==> config.mk <==
export PLATFORM = sky130hd
export DESIGN_NAME = instr_fetch_unit
export DESIGN_NICKNAME = d
export VERILOG_FILES = /design/src/rtl/definitions_pkg.sv /design/src/rtl/instr_fetch_unit_if.sv /design/src/rtl/fetch_fifo.sv /design/src/rtl/instr_fetch_unit.sv
export SDC_FILE = /design/constraint.sdc
export NUM_CORES = 1
export LEC_CHECK = 0
export BUFFER_PORTS_ARGS = -buffer_cell sky130_fd_sc_hd__buf_2
export CORE_MARGIN = 2
export CORE_UTILIZATION = 30
export DETAILED_ROUTE_END_ITERATION = 6
export PLACE_DENSITY = 0.52
export SYNTH_ARGS = -nofsm -noshare
export SYNTH_HDL_FRONTEND = slang
export SYNTH_SLANG_ARGS = --single-unit
==> constraint.sdc <==
create_clock -name clk_i -period 3.4 [get_ports clk_i]
set_input_delay 0.17 -clock clk_i [delete_from_list [all_inputs] [get_ports clk_i]]
set_output_delay 0.17 -clock clk_i [all_outputs]
set_load 0.1 [all_outputs]
==> src/rtl/definitions_pkg.sv <==
// Shared types and constants for the instruction fetch unit.
// Word types, text-region bounds, fetch-entry bundle, FSM state enum.
package definitions_pkg;

    typedef logic [31:0] word_ut;
    typedef logic [31:0] word_32ut;

    localparam int FETCH_DEPTH_DEFAULT = 2;

    localparam word_ut TEXT_ORG = 32'h0000_0100;
    localparam word_ut TEXT_END = 32'h0000_0200;

    typedef struct packed {
        word_32ut instr;
        word_ut   pc;
    } fetch_entry_t;

    typedef enum logic {
        ST_RUN   = 1'b0,
        ST_FAULT = 1'b1
    } fetch_state_e;

    // Sequential fetch address; the text region is treated as a ring.
    function automatic word_ut next_fpc(input word_ut pc);
        word_ut inc;
        inc = pc + 32'd4;
        return (inc == TEXT_END) ? TEXT_ORG : inc;
    endfunction

endpackage

==> src/rtl/instr_fetch_unit_if.sv <==
// Fetch-to-decode handshake bundle.
// master: valid/instr/pc out, ready in; slave: the reverse.
interface fetch_if;
    import definitions_pkg::*;

    logic     valid;
    logic     ready;
    word_32ut instr;
    word_ut   pc;

    modport master (output valid, output instr, output pc, input ready);
    modport slave  (input valid, input instr, input pc, output ready);

endinterface

==> src/rtl/fetch_fifo.sv <==
// Prefetch buffer: DEPTH-entry ring with push/pop/flush, full/empty.
// Ports: clk_i, rst_ni, push_i, push_data_i, flush_i, full_o, empty_o, out (fetch_if.master).
module fetch_fifo
    import definitions_pkg::*;
#(
    parameter int DEPTH = FETCH_DEPTH_DEFAULT
) (
    input  logic         clk_i,
    input  logic         rst_ni,
    input  logic         push_i,
    input  fetch_entry_t push_data_i,
    input  logic         flush_i,
    output logic         full_o,
    output logic         empty_o,
    fetch_if.master      out
);

    localparam int AW = $clog2(DEPTH);

    logic [AW-1:0] wr_q, wr_d;
    logic [AW-1:0] rd_q, rd_d;
    logic [AW:0]   cnt_q, cnt_d;
    fetch_entry_t  mem_q [DEPTH];
    logic          pop;

    assign empty_o   = (cnt_q == '0);
    assign full_o    = (cnt_q == (AW+1)'(DEPTH));
    assign pop       = out.valid & out.ready;
    assign out.valid = ~empty_o;
    assign out.instr = mem_q[rd_q].instr;
    assign out.pc    = mem_q[rd_q].pc;

    // Pointers are AW bits wide, so a power-of-two depth wraps for free.
    always_comb begin
        wr_d  = wr_q;
        rd_d  = rd_q;
        cnt_d = cnt_q;
        if (flush_i) begin
            wr_d  = '0;
            rd_d  = '0;
            cnt_d = '0;
        end else begin
            if (push_i) wr_d = wr_q + AW'(1);
            if (pop)    rd_d = rd_q + AW'(1);
            cnt_d = cnt_q + (AW+1)'(push_i) - (AW+1)'(pop);
        end
    end

    always_ff @(posedge clk_i or negedge rst_ni) begin
        if (!rst_ni) begin
            wr_q  <= '0;
            rd_q  <= '0;
            cnt_q <= '0;
            for (int i = 0; i < DEPTH; i++) mem_q[i] <= '0;
        end else begin
            wr_q  <= wr_d;
            rd_q  <= rd_d;
            cnt_q <= cnt_d;
            if (push_i && !flush_i) mem_q[wr_q] <= push_data_i;
        end
    end

endmodule

==> src/rtl/instr_fetch_unit.sv <==
// Instruction fetch: fetch pointer, redirect/fault FSM, prefetch buffer.
// Ports: clk_i, rst_ni, instr_a_o/instr_i (imem), redirect_i/redirect_pc_i,
// fetch_valid_o/fetch_ready_i/fetch_instr_o/fetch_pc_o (decode), fetch_fault_o.
// Optional: FETCH_MISALIGN_CHECK_EN enables the misaligned-redirect FAULT state.
module instr_fetch_unit
    import definitions_pkg::*;
#(
    parameter int FETCH_DEPTH = FETCH_DEPTH_DEFAULT
) (
    input  logic     clk_i,
    input  logic     rst_ni,
    output word_ut   instr_a_o,
    input  word_32ut instr_i,
    input  logic     redirect_i,
    input  word_ut   redirect_pc_i,
    output logic     fetch_valid_o,
    input  logic     fetch_ready_i,
    output word_32ut fetch_instr_o,
    output word_ut   fetch_pc_o,
    output logic     fetch_fault_o
);

    word_ut       fpc_q, fpc_d;
    word_ut       tgt;
    logic         run;
    logic         push, pop, full, empty;
    fetch_entry_t entry;

    fetch_if fb ();

    assign fb.ready      = fetch_ready_i;
    assign fetch_valid_o = fb.valid;
    assign fetch_instr_o = fb.instr;
    assign fetch_pc_o    = fb.pc;
    assign instr_a_o     = fpc_q;

`ifdef FETCH_MISALIGN_CHECK_EN
    fetch_state_e state_q, state_d;
    assign run           = (state_q == ST_RUN);
    assign fetch_fault_o = (state_q == ST_FAULT);
`else
    assign run           = 1'b1;
    assign fetch_fault_o = 1'b0;
`endif

    // A full buffer may still fetch when the head leaves this cycle.
    assign pop   = fb.valid & fb.ready;
    assign push  = run & ~redirect_i & (~full | pop);
    assign entry = '{instr: instr_i, pc: fpc_q};

    always_comb begin
        tgt = redirect_pc_i;
`ifndef FETCH_MISALIGN_CHECK_EN
        tgt[1:0] = 2'b00;
`endif
        fpc_d = fpc_q;
        if (redirect_i)
            fpc_d = tgt;
        else if (push)
            fpc_d = next_fpc(fpc_q);
`ifdef FETCH_MISALIGN_CHECK_EN
        state_d = state_q;
        if (redirect_i)
            state_d = (|tgt[1:0]) ? ST_FAULT : ST_RUN;
`endif
    end

    always_ff @(posedge clk_i or negedge rst_ni) begin
        if (!rst_ni) begin
            fpc_q   <= TEXT_ORG;
`ifdef FETCH_MISALIGN_CHECK_EN
            state_q <= ST_RUN;
`endif
        end else begin
            fpc_q   <= fpc_d;
`ifdef FETCH_MISALIGN_CHECK_EN
            state_q <= state_d;
`endif
        end
    end

    fetch_fifo #(
        .DEPTH (FETCH_DEPTH)
    ) u_fifo (
        .clk_i       (clk_i),
        .rst_ni      (rst_ni),
        .push_i      (push),
        .push_data_i (entry),
        .flush_i     (redirect_i),
        .full_o      (full),
        .empty_o     (empty),
        .out         (fb)
    );

endmodule

# Word-level counts from Yosys, hierarchy flattened

Cells that the tools add are included.

Register bits: 164
Output and inout port bits: 98

Add/sub/neg operators: 5
Magnitude comparators: 3
Equal/unequal tests: 2
Multiplexer cells: 14
Bitwise gates (word level): 8
Reduce and logical (&&, ||, !) cells: 6

Operator list:

| cell                                                                 | number |
|---|---|
| 64-bit 2-to-1 mux                                                    | 4 |
| 128-bit bitwise mux                                                  | 1 |
| 32-bit 2-to-1 mux                                                    | 3 |
| 64-bit demux with 1-bit select                                       | 1 |
| 32-bit by 3-bit adder with 32-bit output, second input constant      | 1 |
| 32-bit by 10-bit == test with 1-bit output, second input constant    | 1 |
| 2-bit >= comparator, second input constant                           | 2 |
| 1-bit 2-to-1 mux                                                     | 4 |
| 1-bit inverter with 2-bit output                                     | 2 |
| 2-bit nonzero test                                                   | 2 |
| 1-bit inverter                                                       | 3 |
| 1-bit adder, second input constant                                   | 2 |
| 2-bit by 1-bit adder with 2-bit output                               | 1 |
| 1-bit bitwise AND                                                    | 2 |
| 2-bit == test, second input constant                                 | 1 |
| 1-bit logical AND                                                    | 2 |
| 2-bit zero test                                                      | 1 |
| 2-bit by 1-bit < comparator with 1-bit output, second input constant | 1 |
| 2-bit 2-to-1 mux                                                     | 1 |
| 2-bit by 1-bit subtractor with 2-bit output                          | 1 |
| 1-bit zero test                                                      | 1 |
| 1-bit OR                                                             | 1 |

# Longest topological paths before layout

Word-level depth: 8
Mapped depth: 10
Depth with buffers taken out: 9

# Cells and area by module

From an unflattened synthesis, not the netlist that was laid out.

Cell total of the unflattened synthesis: 666
Area, all modules: 8544.4 um2

By module, submodules not included:

| module           | times used | cells each | area an instance (um2) | seq. area each (um2) |
|---|---|---|---|---|
| fetch_fifo       | 1          | 363        | 6083.3                 | 3303.2 |
| instr_fetch_unit | 1          | 303        | 2461.1                 | 752.0 |

# Worst setup path before layout

Ideal clock, no wire load.

Kind: register -> register
From: reg fpc_q[2] (netlist: instr_a_o[2])
To: reg fpc_q[9] (netlist: instr_a_o[9])
Arrival: 3496 ps
Required time: 3271 ps
Setup slack: -225 ps
Cell stages (with the launch flop): 11
Buffers on the path: 2
Cells stage by stage: dfrtp_1 > buf_2 > nand4_1 > or3_1 > buf_2 > or4_1 > xor2_1 > nand4_1 > or4_4 > o211ai_1 > a31oi_1

Word-level cells in the longest chain between the ends: 5

Ends and longest elaborated chain:

| item                                       | line                   | RTL |
|---|---|---|
| start, declared                            | instr_fetch_unit.sv:23 | `word_ut fpc_q, fpc_d;` |
| start signal, assigned                     | instr_fetch_unit.sv:75 | `fpc_q <= fpc_d;` |
| 32-bit by 3-bit adder with 32-bit output * | definitions_pkg.sv:26  | `inc = pc + 32'd4;` |
| 32-bit by 10-bit == test with 1-bit output | definitions_pkg.sv:27  | `return (inc == TEXT_END) ? TEXT_ORG : inc;` |
| 32-bit 2-to-1 mux *                        | definitions_pkg.sv:27  |  |
| 32-bit 2-to-1 mux *                        | instr_fetch_unit.sv:59 | `else if (push)` |
| 32-bit 2-to-1 mux *                        | instr_fetch_unit.sv:57 | `if (redirect_i)` |

Every way passes the cells marked *; elsewhere a longest branch is shown, timed or not. The select of a mux whose other input is x is not followed.
A chain may end at the register's enable or synchronous reset.

# Worst setup path after layout

From: reg fpc_q[8] (netlist: instr_a_o[8])
To: reg fpc_q[9] (netlist: instr_a_o[9])

Same word-level chain as after synthesis.

==> results_dict.tcl <==
set metrics [dict create \
    postRouteAntennaNets 0 \
    path_cells "nand3_2, or3_1, or4_1, xor2_1, nand4_1, or4_4, o211ai_1, a31oi_1" \
    critPathRequiredTime_ps 3700 \
    ys_ff_latch 158 \
    dpl.hpwl_mm 13.3 \
    busiest_layer "met2" \
    cts_sinks 158 \
    fmax_mhz 312 \
    grt_usage 0.145 \
    vias 5661 \
    synthCells 664 \
    grt_remaining_overflow 0 \
    r2r_cells 8 \
    die_y_um 166 \
    first_pass_iters 4 \
    gp_congestion 0.821 \
    worst_path_max_delay_cell "dfstp_4" \
    critPathTopFamily "simple AND/OR/NAND/NOR gates" \
    path_clk_slew_ps 70 \
    drt-vias-per-instance 4.67 \
    worst_slew_pin_slew_ps 729 \
    start_kind "flip-flop" \
    setup_viol 0 \
    finalHoldViolCount 0 \
    slew_headroom 0.514 \
    syn_to_final_growth_pct 30.4 \
    place_ws_ps 218 \
    synth_area_um2 7830 \
    diodes 0 \
    clock-skew-final_ps 14.0 \
    worstSetupPathType "flip-flop to flip-flop" \
    nets 935 \
    synthDistinctLibCells 52 \
    cts_tree "done" \
    core_um2 25800 \
    grt_max_degree 77 \
    fillerInstances 2562 \
    initial_utilization 0.303 \
    numCtsBuffers 17 \
    worst_slack_ps 192 \
    drtIter0Drc 295 \
    placedCellCount 1121 \
    met1_usage 0.195 \
    cts_resized 0 \
    hold_path_class "input port to flip-flop" \
    drc_errors 0 \
    maxCapViolations 0 \
    clock_path_buffers 2 \
    die_area_um2 27400 \
    ctsHoldBuffers 59 \
    cts_root_buf "clkbuf_16" \
    ctsHtreeMaxLevel 4 \
    maxSlewViolCount 0 \
    setup_tns_ps 0 \
    yosysWarnings 0 \
    crit_path_end_kind "flip-flop" \
    clk_latency_ps 420 \
    use_met3 0.0317 \
    die_x_um 166 \
    status "finished clean" \
    grt_pass1_vias 5633 \
    grt_pass1_wl_mm 30.8 \
    port_buffers 158 \
    drive_gt1_frac 0.470 \
    cp.arrival_ps 3510 \
    synth_edf_count 0 \
    rsz0062_at_grt "false" \
    cp.depth 8 \
    crit_buf_inv 0 \
    cpPeakStageDelay_ps 670 \
    min_period_ps 3210 \
    post_drt_wl_per_cell_um 16.1 \
    synth_flop_cell "dfrtp_1" \
    hold_depth 3 \
    pin_count 166 \
    fin_crit_sh 0.943 \
    async_flop_share 1.00 \
    yosysSeqAreaShare 0.505 \
    rows 59 \
    cp_max_fo 10 \
    post_cts_buffers 0 \
    syn_area_per_cell_um2 11.8 \
    antenna_found_initial 0 \
    stdcell_count 1212 \
    use_met2 0.236 \
    drt_wl_total_mm 19.5 \
]
## cell families (layout without fill, tap and decap cells)
kind of cell    after synthesis  in the layout  share of synthesized area
compound gates               55             55                     0.0422
buf+inv                      65            274                     0.0353
mux                         188            188                      0.270
xor+xnor                     35             35                     0.0392
flops                       158            158                      0.505
simple gates                159            159                      0.102
fa+ha+maj                     3              3                    0.00480
other cells                   1              5                   0.000479
## layout by cell type, fill, tap and decap left out, types with 2 or more instances in the layout
cell type and count:
a211o_1 3, a211oi_1 2, a21oi_1 9, and2_1 5
and3_1 6, and4_1 3, buf_12 5, buf_2 157
buf_4 16, bufinv_16 2, clkbuf_1 5, clkbuf_16 17
clkinvlp_4 4, conb_1 5, dfrtp_1 145, dfrtp_2 12
dlygate4sd3_1 59, ha_1 3, inv_1 4, mux2_2 187
nand2_1 49, nand2b_1 2, nand3_1 24, nand4_1 14
nor2_1 24, nor2b_1 3, nor3_1 8, nor4_1 7
o21ai_0 29, or4_1 2, xnor2_1 15, xor2_1 20
## state kept, by name (all words and copies together) (netlist names)
register,cells
instr_a_o,30
u_fifo.cnt_q,2
u_fifo.mem_q,124
u_fifo.rd_q,1
u_fifo.wr_q,1
## routing by layer
layer  wire [µm]  vias to the layer above
met2        9250                      109
met3         885                       12
li1            -                     2740
met5           0                        -
met1        9180                     2800
met4         193                        0
## stage by stage
step | area, µm² | util | hold WS, ps
5_1_grt | 10200 | 0.395 | 4.96
2_1_floorplan | 7860 | - | -126
4_1_cts | 10200 | 0.395 | 0.774
6_report | 10200 | 0.395 | 17.6
3_3_place_gp | 9040 | 0.350 | 272
3_5_place_dp | 9040 | 0.350 | 270
## worst register-to-register path, delay by kind of cell (launching register included)
family	cells	cell delay [ps]
compound gates	2	300
flops	1	670
simple gates	5	1950
xor+xnor	1	170
## cells in the mapped netlist, types with 2 or more instances
master    count  area [µm²]
clkbuf_2      3        15.0
nor4_1        7        43.8
and2_1        5        31.3
or4_1         2        15.0
o21ai_0      29         145
a21oi_1       9        45.0
buf_4         6        45.0
nor2_1       24        90.1
nand3_1      24         120
nor2b_1       3        18.8
buf_2         5        25.0
dfrtp_1     157        3930
inv_1         4        15.0
nand4_1      14        87.6
nand2b_1      2        12.5
xnor2_1      15         131
ha_1          3        37.5
clkbuf_1     42         158
a211o_1       3        26.3
mux2_2      187        2110
and4_1        3        26.3
nor3_1        9        45.0
a211oi_1      2        15.0
xor2_1       20         175
and3_1        7        43.8
nand2_1      49         184
buf_1         5        18.8
## layout make-up
class / instances / area [µm²] / share of cell area
Inverter: 4 / 15.0 / 0.00147
Tap cell: 335 / 419 / 0.0411
Multi-Input combinational cell: 445 / 3620 / 0.354
Clock inverter: 9 / 113 / 0.0110
Clock buffer: 23 / 458 / 0.0449
Sequential cell: 158 / 3970 / 0.390
Timing Repair Buffer: 238 / 1610 / 0.158
## path summary, 6_finish.rpt
kind	from	end	slack [ps]
max	instr_a_o[8]$_DFFE_PN1P_	instr_a_o[9]$_DFFE_PN0P_	190
min reg2reg	u_fifo.mem_q[95]$_DFFE_PN0P_	u_fifo.mem_q[95]$_DFFE_PN0P_	500
min	redirect_pc_i[9]	instr_a_o[9]$_DFFE_PN0P_	20
min in group asynchronous	rst_ni	u_fifo.mem_q[8]$_DFFE_PN0P_	360
max in group asynchronous	rst_ni	u_fifo.mem_q[110]$_DFFE_PN0P_	2170
max reg2reg	instr_a_o[8]$_DFFE_PN1P_	instr_a_o[9]$_DFFE_PN0P_	190
Power is left out: the tool's default activity adds up to more than one toggle a clock period on the data nets, which glitch-free logic cannot reach.
